<file path="src/rtl/cell_select_enc.sv">
// Player-input front end for the Minesweeper datapath: it tracks the cursor, encodes the cell
// index, and sequences each selection against the datapath's done handshake.
//
// state  | meaning
// IDLE   | after reset; waits for the first mine placement
// READY  | accepts moves and selections
// LOAD   | one-cycle load strobe to the datapath
// WAIT   | waits for display_done (bounded by TIMEOUT); moves are still accepted
// LOCKED | game over; all input is ignored until the next mine placement
module cell_select_enc #(
  parameter int GRID_W  = 5,
  parameter int GRID_H  = 5,
  parameter int IDX_W   = 5,
  parameter int TIMEOUT = 64
) (
  input  logic                       clka,
  input  logic                       restart,
  input  logic                       btn_up,
  input  logic                       btn_down,
  input  logic                       btn_left,
  input  logic                       btn_right,
  input  logic                       btn_sel,
  input  logic [GRID_W*GRID_H-1:0]   cleared,
  input  logic                       place_done,
  input  logic                       display_done,
  input  logic                       gameover,
  output logic [IDX_W-1:0]           data,
  output logic                       load,
  output logic                       busy,
  output logic                       locked,
  output logic                       reject,
  output logic                       err,
  output logic [2:0]                 cursor_row,
  output logic [2:0]                 cursor_col,
  output logic [GRID_W*GRID_H-1:0]   cursor_onehot,
  output logic [7:0]                 sel_count
);

  localparam int CELLS = GRID_W * GRID_H;
  localparam int TMR_W = $clog2(TIMEOUT + 1);

  typedef enum logic [2:0] {
    S_IDLE,
    S_READY,
    S_LOAD,
    S_WAIT,
    S_LOCKED
  } state_t;

  state_t           state, state_nxt;
  logic [TMR_W-1:0] timer;
  logic [IDX_W-1:0] cur_idx;
  logic             sel_go, sel_rej, new_game, timeout, mv_en;

  assign cur_idx       = IDX_W'(cursor_row) * IDX_W'(GRID_W) + IDX_W'(cursor_col);
  assign cursor_onehot = {{(CELLS-1){1'b0}}, 1'b1} << cur_idx;

  // A select in READY consumes the cycle even when it is rejected, so moves are dropped.
  assign mv_en = ((state == S_READY) && !btn_sel) || (state == S_WAIT);

  always_ff @(negedge clka) begin
    if (restart) state <= S_IDLE;
    else         state <= state_nxt;
  end

  always_comb begin
    state_nxt = state;
    sel_go    = 1'b0;
    sel_rej   = 1'b0;
    new_game  = 1'b0;
    timeout   = 1'b0;
    case (state)
      S_IDLE, S_LOCKED: begin
        if (place_done) begin
          new_game  = 1'b1;
          state_nxt = S_READY;
        end
      end
      S_READY: begin
        if (btn_sel) begin
          if (cleared[cur_idx]) begin
            sel_rej = 1'b1;
          end else begin
            sel_go    = 1'b1;
            state_nxt = S_LOAD;
          end
        end
      end
      S_LOAD: state_nxt = S_WAIT;
      S_WAIT: begin
        if (display_done) begin
          state_nxt = gameover ? S_LOCKED : S_READY;
        end else if (timer == TMR_W'(1)) begin
          timeout   = 1'b1;
          state_nxt = S_READY;
        end
      end
      default: state_nxt = S_IDLE;
    endcase
  end

  // The timer is loaded on entry to WAIT, so WAIT lasts at most TIMEOUT cycles.
  always_ff @(negedge clka) begin
    if (restart) begin
      timer <= '0;
    end else if ((state_nxt == S_WAIT) && (state != S_WAIT)) begin
      timer <= TMR_W'(TIMEOUT);
    end else if ((state == S_WAIT) && (timer != '0)) begin
      timer <= timer - TMR_W'(1);
    end
  end

  always_ff @(negedge clka) begin
    if (restart) begin
      data       <= '0;
      load       <= 1'b0;
      busy       <= 1'b0;
      locked     <= 1'b1;
      reject     <= 1'b0;
      err        <= 1'b0;
      cursor_row <= '0;
      cursor_col <= '0;
      sel_count  <= '0;
    end else begin
      load   <= (state_nxt == S_LOAD);
      busy   <= (state_nxt == S_LOAD) || (state_nxt == S_WAIT);
      locked <= (state_nxt == S_IDLE) || (state_nxt == S_LOCKED);
      reject <= sel_rej;
      if (timeout) err <= 1'b1;
      if (sel_go) begin
        data <= cur_idx;
        if (sel_count != 8'hFF) sel_count <= sel_count + 8'd1;
      end
      if (new_game) begin
        cursor_row <= '0;
        cursor_col <= '0;
        sel_count  <= '0;
      end else if (mv_en) begin
        if (btn_up) begin
          cursor_row <= (cursor_row == 3'd0) ? 3'(GRID_H - 1) : cursor_row - 3'd1;
        end else if (btn_down) begin
          cursor_row <= (cursor_row == 3'(GRID_H - 1)) ? 3'd0 : cursor_row + 3'd1;
        end else if (btn_left) begin
          cursor_col <= (cursor_col == 3'd0) ? 3'(GRID_W - 1) : cursor_col - 3'd1;
        end else if (btn_right) begin
          cursor_col <= (cursor_col == 3'(GRID_W - 1)) ? 3'd0 : cursor_col + 3'd1;
        end
      end
    end
  end

endmodule

</file>
<file path="config.mk">
export PLATFORM = sky130hd
export DESIGN_NAME = cell_select_enc
export DESIGN_NICKNAME = d
export VERILOG_FILES = /design/src/rtl/cell_select_enc.sv
export SDC_FILE = /design/constraint.sdc
export NUM_CORES = 1
export LEC_CHECK = 0
export ABC_CLOCK_PERIOD_IN_PS = 3600
export BUFFER_PORTS_ARGS = -buffer_cell sky130_fd_sc_hd__buf_2
export CORE_MARGIN = 1.5
export CORE_UTILIZATION = 50
export CTS_CLUSTER_SIZE = 30
export DETAILED_ROUTE_END_ITERATION = 12
export PLACE_DENSITY = 0.83
export SLEW_MARGIN = 20
export SYNTH_ARGS = -nofsm -noshare
export SYNTH_HDL_FRONTEND = slang
export SYNTH_SLANG_ARGS = --single-unit
</file>
<file path="constraint.sdc">
create_clock -name clka -period 3.6 [get_ports clka]
set_input_delay 0.36 -clock clka [delete_from_list [all_inputs] [get_ports clka]]
set_output_delay 0.36 -clock clka [all_outputs]
set_load 0.01 [all_outputs]
</file>
==> impl_results.md <==
* Levels on crit path at 8
* Cell Chain, Critical Path: ha_4 -> ha_4 -> fa_2 -> nor2_2 -> buf_4 -> nand2_1 -> nor2_1 -> buf_2
* Initial antenna violation count at 0
* Outcome: complete, but fails checks
* Area grow syn2layout at 75.7%
* First DRT Iteration DRCs at 437
* R2r worst-path depth at 14
* Flops & latches, synth at 34
* Part of the Yosys area used for sequential elements at 29.2%
* Crit path arrival time at 4.42 ns
* Hold Crit Class: flip-flop to flip-flop
* Final Hold Viols at 0
* Clock slew at reported path FFs at 0.09 ns
* Pre-Repair DR Iteration Count at 6
* CTS tree: yes
* CP most frequent cell: ha_4
* Die Area at 5090 µm²
* GR Overflow Total at 0
* Peak supply drop at 0.304 mV
* RePlAce Congestion at 0.817
* Hold Path Cell Cnt at 2
* Leading area contributor after synthesis: dfxtp_1
* Largest net degree at the start of global routing at 15
* Mapped Cells at 288
* Die Ht at 71.3 µm
* Rel. slew slack at 54.0%
* Via density at 6.83
* Crit Path Category: flip-flop to output pin
* CP endpoint kind: output pin
* Number of flops mapped to enable cells by yosys at 0
* Synthesized area per cell at 8.10 µm²
* CP bufs+invs at 2
* Vias at 3463
* MaxCap Viol Count at 0
* Failing checks: setup timing
* Syn_nets at 343
* Synth unique cells at 48
* Vias in the first global route at 3172
* Htree depth at 2
* Lkg Pwr at 1.83 nW
* DIE WIDTH at 71.3 µm
* Core Region at 4410 µm²
* CP peak stage delay at 0.52 ns
* Total power divided by cell area at 325 nW/µm²
* Critical path peak fanout at 5
* Dominant cells by area after synthesis: dfxtp_1 (29%), ha_1 (10%), nor2_1 (7.6%)
* Clk buf depth at 2
* Row cnt at 24
* Wire per inst at 25.3 µm
* Clk_skew at 0.0466 ns
* TritonCTS Buffers at 5
* Worst-Margin Slew at 0.687 ns
* Critical Path RT at 3.24 ns
* Yosys top cell area share at 29.2%
* Startpoint Class: flip-flop
* Crit path max-delay cell type: fa_2
* # IOs at 84
* Worst-skew pair later-pin latency at 0.40 ns
* PnR worst setup slack at -1.18 ns
* Effective utilization at floorplan at 52.9%
* Asr flop ratio synth at 0%
* Root Driver: clkbuf_8
* Post-Syn Area at 2330 µm²
* Routed WL at 12800 µm
* Final setup fails at 41
* Final ANT Viol Nets at 0
* Top Family by Delay on Critical Path: adder cells
* Diode count at 0
* Detail Placement HPWL at 5350 µm
* Post-layout net count at 509
* First-pass GRT wire length at 14800 µm
* CTS Sinks at 34
* Buffers on Ports at 83
* DRC at 0
* Final hold slack at 0.502 ns
* Total GRT Usage at 36.8%
* Post-synth top flop: dfxtp_1
* Pins Over Slew Limit at 0
* Share of cells above drive strength 1 at 53.4%
* RSZ-0062 raised after global routing: yes
* Power, Total at 0.00133 W
* Synth Warn # at 0
[worst reg2reg max path, delay by kind of cell (launching register included)]
family | cells | cell delay [ns]
xor+xnor | 1 | 0.25
simple gates | 1 | 0.08
fa+ha+maj | 3 | 0.92
buf+inv | 5 | 0.75
compound gates | 4 | 0.81
flops | 1 | 0.37
[layout by cell type, fill, tap and decap left out, types with 4 or more instances in the layout]
cell	count
buf_4	43
a21oi_1	14
o21ai_0	8
buf_2	75
nor2_2	10
ha_1	12
nor3_1	6
nor2_4	10
xor2_1	5
nand2_1	10
dfxtp_1	29
clkbuf_8	5
nand3_1	10
ha_4	7
buf_6	19
nand2b_1	4
nor2_1	27
mux4_2	6
inv_1	47
a21oi_2	8
nor2b_1	6
[routing by layer]
layer  GRT usage [%]  up-vias  part of all wire (%)
met3            10.7      132                    13
met1            36.9     1568                    33
met4            20.8        0                   9.2
met2            67.5      387                    45
li1                -     1376                     -
met5               0        -                     0
[per-stage QoR]
stage                     utilization [%]  worst slack, ns  instances  cell area (µm²)  TNS (ns)
after floorplan                         -           -0.648        288             2670    -15.84
after detailed placement             76.9           -0.671        454             3400    -21.81
final                                92.9            -1.18        507             4100    -28.44
after global routing                 92.9            -1.22        507             4100    -29.69
after CTS                            87.1           -0.993        502             3840    -23.06
after global placement               76.9           -0.625        454             3400    -19.78
[layout make-up]
cell class	count	area, µm²
fillers	147	314
multi-input cells	227	2130
clock buffers	5	68.8
clock inverters	37	149
repair buffers	139	947
well taps	52	65.1
inverters	13	48.8
flip-flops and latches	34	694
[worst paths after layout]
path                                     from                end  slack, ns
worst max-delay path            cursor_row[0]  cursor_onehot[24]      -1.18
worst min-delay path                  data[1]            data[1]       0.50
worst max register to register  cursor_row[0]       sel_count[2]       0.28
worst min register to register        data[1]            data[1]       0.50
[cells by family (layout without fill, tap and decap cells)]
kind of cell | count (synthesis) | in the layout | synth area share (%)
xor gates and xnor gates | 8 | 8 | 3.00
DFF | 34 | 34 | 29.2
adders and majority gates | 20 | 20 | 11.0
and+or+nand+nor | 123 | 123 | 25.9
muxes | 8 | 8 | 6.65
AOI/OAI and AO/OA | 67 | 68 | 19.4
buffers and inverters | 28 | 194 | 4.88
[synthesized netlist by cell type (all sizes together) (2+ instances only)]
cell     instances
nor4             6
nor2b            6
mux4             6
a31oi            6
o21ai           12
and3             6
nand3           14
o21a             2
a2111oi          3
ha              19
buf              4
nand2b           5
nor2            47
a21oi           24
clkbuf          10
o21bai           2
nand2           15
o31a             2
dfxtp           34
or3              3
nor3            10
xnor2            2
nor4b            3
or2              4
a211oi           4
inv             14
xor2             6
a221o            2
mux2i            2
[state kept, by name, summed over array words and instances, names as in the netlist]
signal      count
busy            1
cursor_col      3
cursor_row      3
data            5
err             1
load            1
locked          1
reject          1
sel_count       8
state           3
timer           7
[repair_timing]
item	4_1_cts	5_1_grt
pin swaps	29	22
buffers inserted	6	5
setup endpoints to repair	38	38
gates resized for setup	38	36
gates cloned	1	0
hold buffers	0	0
[where the power goes]
| part | total (W) | switching (W) | internal (W) |
|---|---|---|---|
| Clock | 0.000533 | 0.000342 | 0.000191 |
| Sequential | 0.000401 | 0.0000134 | 0.000388 |
| Combinational | 0.000396 | 0.000223 | 0.000173 |
(Power assumes the default switching activity.)
